`src/rtl/instr_fetch_unit.sv`:
```
// Purpose : fetches the instruction word at PC from a multi-cycle instruction
//           memory (req/ack) and presents it to decode (valid/taken).
// Latency : imem_req rises 1 cycle after fetch_en; instr_valid rises 1 cycle
//           after imem_ack.
// Backpressure: a fetched word is held in HOLD until decode takes it; no new
//           fetch starts until then, and there is one bubble cycle between fetches.
// Ports   : CLK/RST (sync, active-high); PC, fetch_en, redirect from the core;
//           imem_req/imem_addr/imem_ack/imem_rdata to memory; instr/instr_valid/
//           instr_taken to decode; busy, misaligned, bus_err status.
module instr_fetch_unit #(
  parameter int WL      = 32,
  parameter int TIMEOUT = 16
) (
  input  logic          CLK,
  input  logic          RST,
  input  logic [WL-1:0] PC,
  input  logic          fetch_en,
  input  logic          redirect,
  output logic          imem_req,
  output logic [WL-1:0] imem_addr,
  input  logic          imem_ack,
  input  logic [WL-1:0] imem_rdata,
  output logic [WL-1:0] instr,
  output logic          instr_valid,
  input  logic          instr_taken,
  output logic          busy,
  output logic          misaligned,
  output logic          bus_err
);

  localparam int CW = $clog2(TIMEOUT) + 1;
  localparam logic [CW-1:0] CNT_LAST = CW'(TIMEOUT - 1);
  localparam logic [CW-1:0] CNT_MAX  = {CW{1'b1}};

  typedef enum logic [1:0] {
    IDLE  = 2'd0,
    REQ   = 2'd1,
    HOLD  = 2'd2,
    FAULT = 2'd3
  } state_t;

  state_t        state_q;
  logic          req_q;
  logic [WL-1:0] addr_q;
  logic [WL-1:0] instr_q;
  logic          valid_q;
  logic          mis_q;
  logic          berr_q;
  logic          drop_q;
  logic [CW-1:0] cnt_q;
  logic [CW-1:0] cnt_d;

  // Wait counter saturates so a very long stall can never wrap it back
  // below the timeout threshold.
  always_comb begin
    cnt_d = cnt_q;
    if (cnt_q != CNT_MAX) begin
      cnt_d = cnt_q + CW'(1);
    end
  end

  always_ff @(posedge CLK) begin
    if (RST) begin
      state_q <= IDLE;
      req_q   <= 1'b0;
      addr_q  <= '0;
      instr_q <= '0;
      valid_q <= 1'b0;
      mis_q   <= 1'b0;
      berr_q  <= 1'b0;
      drop_q  <= 1'b0;
      cnt_q   <= '0;
    end else begin
      case (state_q)
        IDLE: begin
          if (fetch_en && (PC[1:0] != 2'b00)) begin
            mis_q   <= 1'b1;
            state_q <= FAULT;
          end else if (fetch_en && !redirect) begin
            addr_q  <= PC;
            req_q   <= 1'b1;
            cnt_q   <= '0;
            drop_q  <= 1'b0;
            state_q <= REQ;
          end
        end

        REQ: begin
          // The request stays up until ack or timeout; a redirect only
          // marks the returning word for discard.
          if (imem_ack) begin
            req_q  <= 1'b0;
            drop_q <= 1'b0;
            if (drop_q || redirect) begin
              state_q <= IDLE;
            end else begin
              instr_q <= imem_rdata;
              valid_q <= 1'b1;
              state_q <= HOLD;
            end
          end else if (cnt_q == CNT_LAST) begin
            req_q   <= 1'b0;
            drop_q  <= 1'b0;
            berr_q  <= 1'b1;
            state_q <= FAULT;
          end else begin
            cnt_q <= cnt_d;
            if (redirect) begin
              drop_q <= 1'b1;
            end
          end
        end

        HOLD: begin
          // instr keeps its value after valid drops; only valid is cleared.
          if (instr_taken || redirect) begin
            valid_q <= 1'b0;
            state_q <= IDLE;
          end
        end

        FAULT: begin
          if (redirect) begin
            mis_q   <= 1'b0;
            berr_q  <= 1'b0;
            state_q <= IDLE;
          end
        end

        default: state_q <= IDLE;
      endcase
    end
  end

  assign imem_req    = req_q;
  assign imem_addr   = addr_q;
  assign instr       = instr_q;
  assign instr_valid = valid_q;
  assign busy        = (state_q == REQ);
  assign misaligned  = mis_q;
  assign bus_err     = berr_q;

endmodule

```
`config.mk`:
```
export PLATFORM = sky130hd
export DESIGN_NAME = instr_fetch_unit
export DESIGN_NICKNAME = d
export VERILOG_FILES = /design/src/rtl/instr_fetch_unit.sv
export SDC_FILE = /design/constraint.sdc
export NUM_CORES = 1
export LEC_CHECK = 0
export BUFFER_PORTS_ARGS = -buffer_cell sky130_fd_sc_hd__buf_4
export CAP_MARGIN = 20
export CORE_ASPECT_RATIO = 0.6
export CORE_UTILIZATION = 35
export DETAILED_ROUTE_END_ITERATION = 10
export PLACE_DENSITY = 0.62
export SETUP_SLACK_MARGIN = 0.4
export SLEW_MARGIN = 20
export SYNTH_ARGS = -nofsm -noshare
export SYNTH_HDL_FRONTEND = slang
export SYNTH_SLANG_ARGS = --single-unit
```
`constraint.sdc`:
```
create_clock -name CLK -period 3.1 [get_ports CLK]
set_clock_uncertainty 0.05 [all_clocks]
set_input_delay 0 -clock CLK [delete_from_list [all_inputs] [get_ports CLK]]
set_output_delay 0 -clock CLK [all_outputs]
set_load 0.03 [all_outputs]
```
-- Word-level counts from Yosys, hierarchy flattened
Index checks and enable logic that the tools add are counted.
- $add $sub $neg: 1
- eq/ne operators: 19
- muxes and demuxes: 35
- bitwise operators: 2
- reduce and logical (&&, ||, !) cells: 20
- operator list (kind ; count):
    $mux 5 ; 5
    $reduce_and 4->1 ; 5
    $ne 2x2->1 const B ; 9
    $mux 1 ; 16
    $mux 2 ; 7
    $pmux 1 s2 ; 5
    $pmux 5 s2 ; 1
    $reduce_bool 2->1 ; 5
    $reduce_and 3->1 ; 3
    $pmux 2 s4 ; 1
    $reduce_and 6->1 ; 1
    $add 5x1->5 const B ; 1
    $eq 5x4->1 const B ; 1
    $ne 5x5->1 const B ; 1
    $eq 2x2->1 const B ; 2
    $ne 2x1->1 const B ; 2
    $ne 4x3->1 const B ; 1
    $ne 3x2->1 const B ; 1
    $ne 3x3->1 const B ; 1
    $eq 2x1->1 const B ; 1
    $logic_and 1x1->1 ; 2
    $logic_not 2->1 ; 1
    $logic_or 1x1->1 ; 2
    $not 1->1 ; 2
    $logic_not 1->1 ; 1
- bits in registers: 76
- input bits: 70
- output and inout port bits: 69
- logic and storage cells: 86

-- Logic depth before layout (Yosys ltp)
Gate-level depths: netlist of the first run.
- word-level depth: 5
- depth in mapped cells: 7

-- Least setup slack after synthesis of the first run
OpenSTA, ideal clock, no wires.
- path kind: register -> register
- start point: register cnt_q[0]
- end point: register cnt_q[4]
- data arrival time: 1.718 ns
- slack: 1.262 ns
- cell stages (with the launch flop): 8
- buffers on the path: 0
- path through: dfxtp_1 -> ha_1 -> and3_1 -> ha_1 -> nor3_2 -> nor2_2 -> or4_1 -> a21oi_1
- longest elaborated chain between the ends: 5
- elaborated cells between the ends (all ways): 10
- classes of those cells: add/sub (1); eq/ne (4); mux (4); reduce/logical (1)
- RTL lines (what ; line ; source):
    start: declaration ; 50 ; logic [CW-1:0] cnt_q;
    start signal: assignment ; 107 ; cnt_q <= cnt_d;
    $add 5x1->5 ; 58 ; cnt_d = cnt_q + CW'(1);
    $mux 5 ; 57 ; if (cnt_q != CNT_MAX) begin
    $mux 5 ; 101 ; end else if (cnt_q == CNT_LAST) begin
    $mux 5 ; 91 ; if (imem_ack) begin
    $pmux 5 s2 ; 74 ; case (state_q)
Several ways; a longest one is shown, not always the timed one. The select of a mux whose other input is x is not followed.
A chain may end at the register's enable or synchronous reset.

-- Worst setup path after layout of the first run
Ends and elaborated chain as after synthesis.

==> flow_summary.toml, run 1 <==
[clocking]
insertion_delay_ns = 0.33
numCtsBuffers = 9
htree_levels = 3
cts_buffer_depth = 2
root_buffer = "clkbuf_16"
clk_pin_slew_ns = 0.06
cts_tree = "yes"
clock_sinks = 76

[detailed_routing]
drt_iter0_markers = 135
drc_errors = 0
drt-total-wl_um = 8330
antenna_left = 0
num_vias = 3056
dr.pass1.iters = 4
viasPerCell = 4.60
routed_wire_length_per_instance_um = 12.5

[synthesis]
yosysSeqAreaShare = 0.528
yosys_warnings = 0
ys_seq_elements = 76
synthFlopType = "dfxtp_1"
async_reset_ff_frac = 0
syn_inst = 356
ys_types = 37
synth_edf_count = 0
syn_area_um2 = 2880
syn_avg_cell_area_um2 = 8.10
syn_nets = 429

[sta]
whs_ns = 0.0823
slew_headroom = 0.452
timing.final.crit_share = 0.655
hold_violations = 0
setup_viol = 0
max_freq_ghz = 0.493
min_period_ns = 2.03
slew_violations = 0
tightest_slew_ns = 0.822
setup-tns-final_ns = 0
rsz0062_at_grt = "false"

[grt]
grt_max_degree = 78
grt.total_usage = 0.198
antenna_found_initial = 0
grt_pass1_vias = 2933
grt_pass1_wl_um = 13300
grt-ovfl-total = 0

[setup_path]
worstPathMaxFanout = 7
critPathBufInv = 0
path_class = "reg -> reg"
critical_path_arrival_ns = 2.23
crit_top_cell = "ha_1"
worstPathRequired_ns = 3.30
cp_slowest_cell = "or4_1"
path_delay_family = "simple AND/OR/NAND/NOR gates"
worstSetupStartpointType = "flip-flop"
path_cells = "ha_1 -> and3_1 -> ha_1 -> nor3_2 -> nor2_2 -> or4_1 -> a21oi_1"
worstSetupEndpointType = "flip-flop"
crit_path_max_incr_delay_ns = 0.40

[floorplanning]
core_um2 = 7910
rows = 25
io_pins = 139
fp.dieW_um = 119
die_h_um = 72.3
start_util = 0.364
die_area_um2 = 8620

[run]
drv_cap = 0

[outcome]
status = "completed"

[power_and_ir_drop]
peakVddDrop_v = 0.000353
p_leak_nw = 2.03
pwr_density_cell_nw_per_um2 = 500

[finish]
multi_input_area_um2 = 1210
nFillCells = 682
areaGrowthSynthToFinish_pct = 70.2
seq_area_um2 = 1520
drive_above_1_share = 0.293
fin_nets = 625
antennaDiodeCount = 0
fin_util = 0.620

[placement]
port_buffers = 138
gp_congestion = 0.845
detailed_place_hpwl_um = 5130

[min_path]
holdCritPathClass = "in -> reg"
==> per-stage QoR <==
stage / setup WS [ns] / power, mW / instance area (um^2) / std cells
2_1_floorplan: 1.26 / 1.25 / 2880 / 356
3_3_place_gp: 1.09 / 1.39 / 3950 / 582
3_5_place_dp: 1.06 / 1.39 / 3950 / 582
4_1_cts: 1.01 / 2.48 / 4910 / 665
5_1_grt: 0.951 / 2.56 / 4910 / 665
6_report: 1.07 / 2.46 / 4910 / 665
==> flip-flops by register name, indices dropped and copies added (netlist names) <==
register,flops
cnt_q,5
bus_err,1
drop_q,1
instr_valid,1
instr,32
misaligned,1
state_q,2
imem_addr,32
imem_req,1
==> worst register-to-register path, stage by stage (launching register included) <==
cell     delay [ns]
dfxtp_1        0.34
ha_1           0.22
and3_1         0.21
ha_1           0.23
nor3_2         0.24
nor2_2         0.11
or4_1          0.41
a21oi_1        0.14
==> where the power goes <==
| group | total, mW | internal (mW) | switching (mW) |
|---|---|---|---|
| sequential | 1.04 | 1.01 | 0.0306 |
| clock | 1.01 | 0.622 | 0.391 |
| combinational | 0.398 | 0.193 | 0.205 |
==> synthesized netlist by cell type (2+ instances only) <==
cell / number / share of area
or4_1: 2 / 0.0052
buf_6: 3 / 0.012
buf_2: 6 / 0.010
dfxtp_1: 76 / 0.53
nand4_1: 2 / 0.0043
a21oi_1: 71 / 0.12
a21o_1: 2 / 0.0052
clkbuf_1: 11 / 0.014
nand2_1: 130 / 0.17
ha_1: 3 / 0.013
nor3b_1: 3 / 0.0078
a311oi_1: 2 / 0.0061
o21ai_0: 12 / 0.021
inv_1: 6 / 0.0078
buf_4: 3 / 0.0078
nor2_1: 3 / 0.0039
==> cells in the final DEF, fill, tap and decap left out, drive strengths merged, types with 2 or more instances in the layout <==
cell,synthesis,final
ha,3,3
dlygate4sd3,0,67
a311oi,2,2
nand2,131,131
a21o,2,2
o21ai,12,12
nand4,2,2
clkbuf,11,12
a21oi,71,71
nor3,2,2
nor3b,3,3
buf,12,141
or4,2,2
clkinvlp,0,2
inv,6,6
nor2,4,4
dfxtp,76,76
==> path summary, 6_finish.rpt <==
path                            depth (start not counted)  slack [ns]         end      start
worst max register to register                          7        1.07    cnt_q[4]   cnt_q[0]
worst max-delay path                                    7        1.07    cnt_q[4]   cnt_q[0]
worst min register to register                          2        0.40   instr[24]  instr[24]
worst min-delay path                                    3        0.08  state_q[1]      PC[1]
==> final cells by class <==
cell class / count / share of cell area
Inverter: 6 / 0.00459
Tap cell: 108 / 0.0275
Clock inverter: 4 / 0.0102
Multi-Input combinational cell: 251 / 0.247
Sequential cell: 76 / 0.310
Clock buffer: 12 / 0.0482
Timing Repair Buffer: 208 / 0.352
==> kinds of logic (layout without fill, tap and decap cells) <==
| logic type | Yosys count | after routing | share of synthesized area |
|---|---|---|---|
| simple gates | 154 | 154 | 0.233 |
| fa+ha+maj | 3 | 3 | 0.0130 |
| compound gates | 93 | 93 | 0.171 |
| buf+inv | 29 | 230 | 0.0521 |
| flops | 76 | 76 | 0.528 |
| mux | 1 | 1 | 0.00390 |
==> routing by layer <==
layer,vias to the layer above,wire [um],global-route usage
met4,0,101,0.0689
met2,85,3920,0.332
met3,12,616,0.0888
met5,-,0,0
li1,1571,-,-
met1,1388,3690,0.227
==> what timing repair did <==
item                       CTS  global route
hold buffers                67             0
buffers inserted             0             0
resized for setup            0             0
hold endpoints to repair    67             0
setup endpoints to repair    0             0
Power figures use the tool's default switching activity.
==> run 2, diff against run 1 <==
Clock period 3.1 ns to 1.94 ns, I/O delays scaled along.
==> run 2 against run 1 <==
  * Worst hold slack worse by 0.059 ns
  * Utilization grew 3.4 points
  * Critical path type unchanged
  * Flip-flop and latch count did not move
  * Largest power group is now clock
  * Sequential power rose by 61%
==> flow_summary.toml, run 2 (synthesis results as in run 1) <==
[outcome]
status = "completed"

[setup_path]
path_class = "reg -> reg"
critPathBufInv = 0
critical_path_arrival_ns = 2.09
cp_slowest_cell = "or4_4"
path_cells = "ha_4 -> and3_4 -> ha_4 -> nor3_4 -> nor2_4 -> or4_4 -> a21oi_2"
worstPathMaxFanout = 5
worstSetupStartpointType = "flip-flop"
path_delay_family = "simple AND/OR/NAND/NOR gates"
crit_path_max_incr_delay_ns = 0.42
crit_top_cell = "ha_4"
worstPathRequired_ns = 2.16
worstSetupEndpointType = "flip-flop"

[sta]
timing.final.crit_share = 0.965
setup-tns-final_ns = 0
rsz0062_at_grt = "true"
finalWorstSetupSlack_ns = 0.0683
tightest_slew_ns = 0.753
hold_violations = 0
min_period_ns = 1.87
max_freq_ghz = 0.534
setup_viol = 0
slew_violations = 0
slew_headroom = 0.493

[floorplanning]
io_pins = 139
die_area_um2 = 8620
core_um2 = 7910
start_util = 0.364
rows = 25
die_h_um = 72.3
fp.dieW_um = 119

[finish]
final_common_cell = "buf_4"
nFillCells = 630
antennaDiodeCount = 0
areaGrowthSynthToFinish_pct = 79.7
final_cell_count_no_fill = 673
fin_nets = 634
drive_above_1_share = 0.340
final_cell_mix = "buf_4, nand2_1, dfxtp_1"

[clocking]
cts_tree = "yes"
cts_buffer_depth = 2
htree_levels = 3
numCtsBuffers = 9
insertion_delay_ns = 0.34
clock_sinks = 76
clk_pin_slew_ns = 0.06
root_buffer = "clkbuf_16"

[power_and_ir_drop]
p_leak_nw = 2.13
power_mw = 4.19
pwr_density_cell_nw_per_um2 = 808
peakVddDrop_v = 0.000468

[detailed_routing]
met1_length_um = 3920
routed_wire_length_per_instance_um = 13.2
drt-total-wl_um = 8870
met2WireLength_um = 4230
num_vias = 3096
highest_layer = "met4"
viasPerCell = 4.60
drt_iter0_markers = 195
wl_met3_um = 584
drc_errors = 0
dr.pass1.iters = 4
antenna_left = 0

[placement]
post-place-ws_ns = 0.125
gp_congestion = 0.821
placed_cells = 584
detailed_place_hpwl_um = 5200
port_buffers = 138

[grt]
grt-ovfl-total = 0
grt.total_usage = 0.203
grt_max_degree = 42
antenna_found_initial = 0
grt_pass1_vias = 2922
grt_pass1_wl_um = 13700

[run]
drv_cap = 0

[min_path]
holdCritPathClass = "in -> reg"
-- run 2: metrics by stage --
step	hold WS, ns	cell area, um^2	util
floorplan	0.0860	2930	-
global placement	0.196	4050	0.511
detailed placement	0.205	4050	0.511
CTS	0.000170	5080	0.641
global route	0.0275	5180	0.655
finish	0.0238	5180	0.655
-- run 2: power by group --
part / switching, mW / total, mW / internal (mW)
logic: 0.357 / 0.693 / 0.337
registers: 0.0487 / 1.67 / 1.62
clock network: 0.637 / 1.82 / 1.19
total: 1.04 / 4.19 / 3.15
-- run 2: worst min-delay path, stage by stage --
cell      delay [ns]
buf_4           0.16
or2_2           0.13
a311oi_1        0.07
-- run 2: layer usage --
layer	GRT usage	vias up
met1	0.246	1413
met2	0.331	86
met4	0.0661	0
li1	-	1582
met3	0.0818	15
met5	0	-
-- run 2: layout make-up --
type | instances | area, um^2 | share of cell area
multi-input combinational | 251 | 1330 | 0.256
clock inverter | 4 | 72.6 | 0.0140
timing repair buffer | 217 | 1840 | 0.355
sequential | 76 | 1530 | 0.296
inverter | 6 | 22.5 | 0.00435
tap | 108 | 135 | 0.0261
clock buffer | 11 | 253 | 0.0488
-- run 2: final timing paths --
path             start     endpoint  slack [ns]  cells past startpoint
max           cnt_q[1]     cnt_q[4]        0.07                      7
min           redirect  instr_valid        0.02                      3
max reg2reg   cnt_q[1]     cnt_q[4]        0.07                      7
min reg2reg  instr[18]    instr[18]        0.40                      2
-- run 2: timing repair --
action | 4_1_cts | 5_1_grt
hold buffers | 66 | 0
buffers inserted | 4 | 4
setup endpoints to repair | 40 | 61
hold endpoints to repair | 65 | 0
gates resized for setup | 6 | 19
pin swaps | 3 | 12
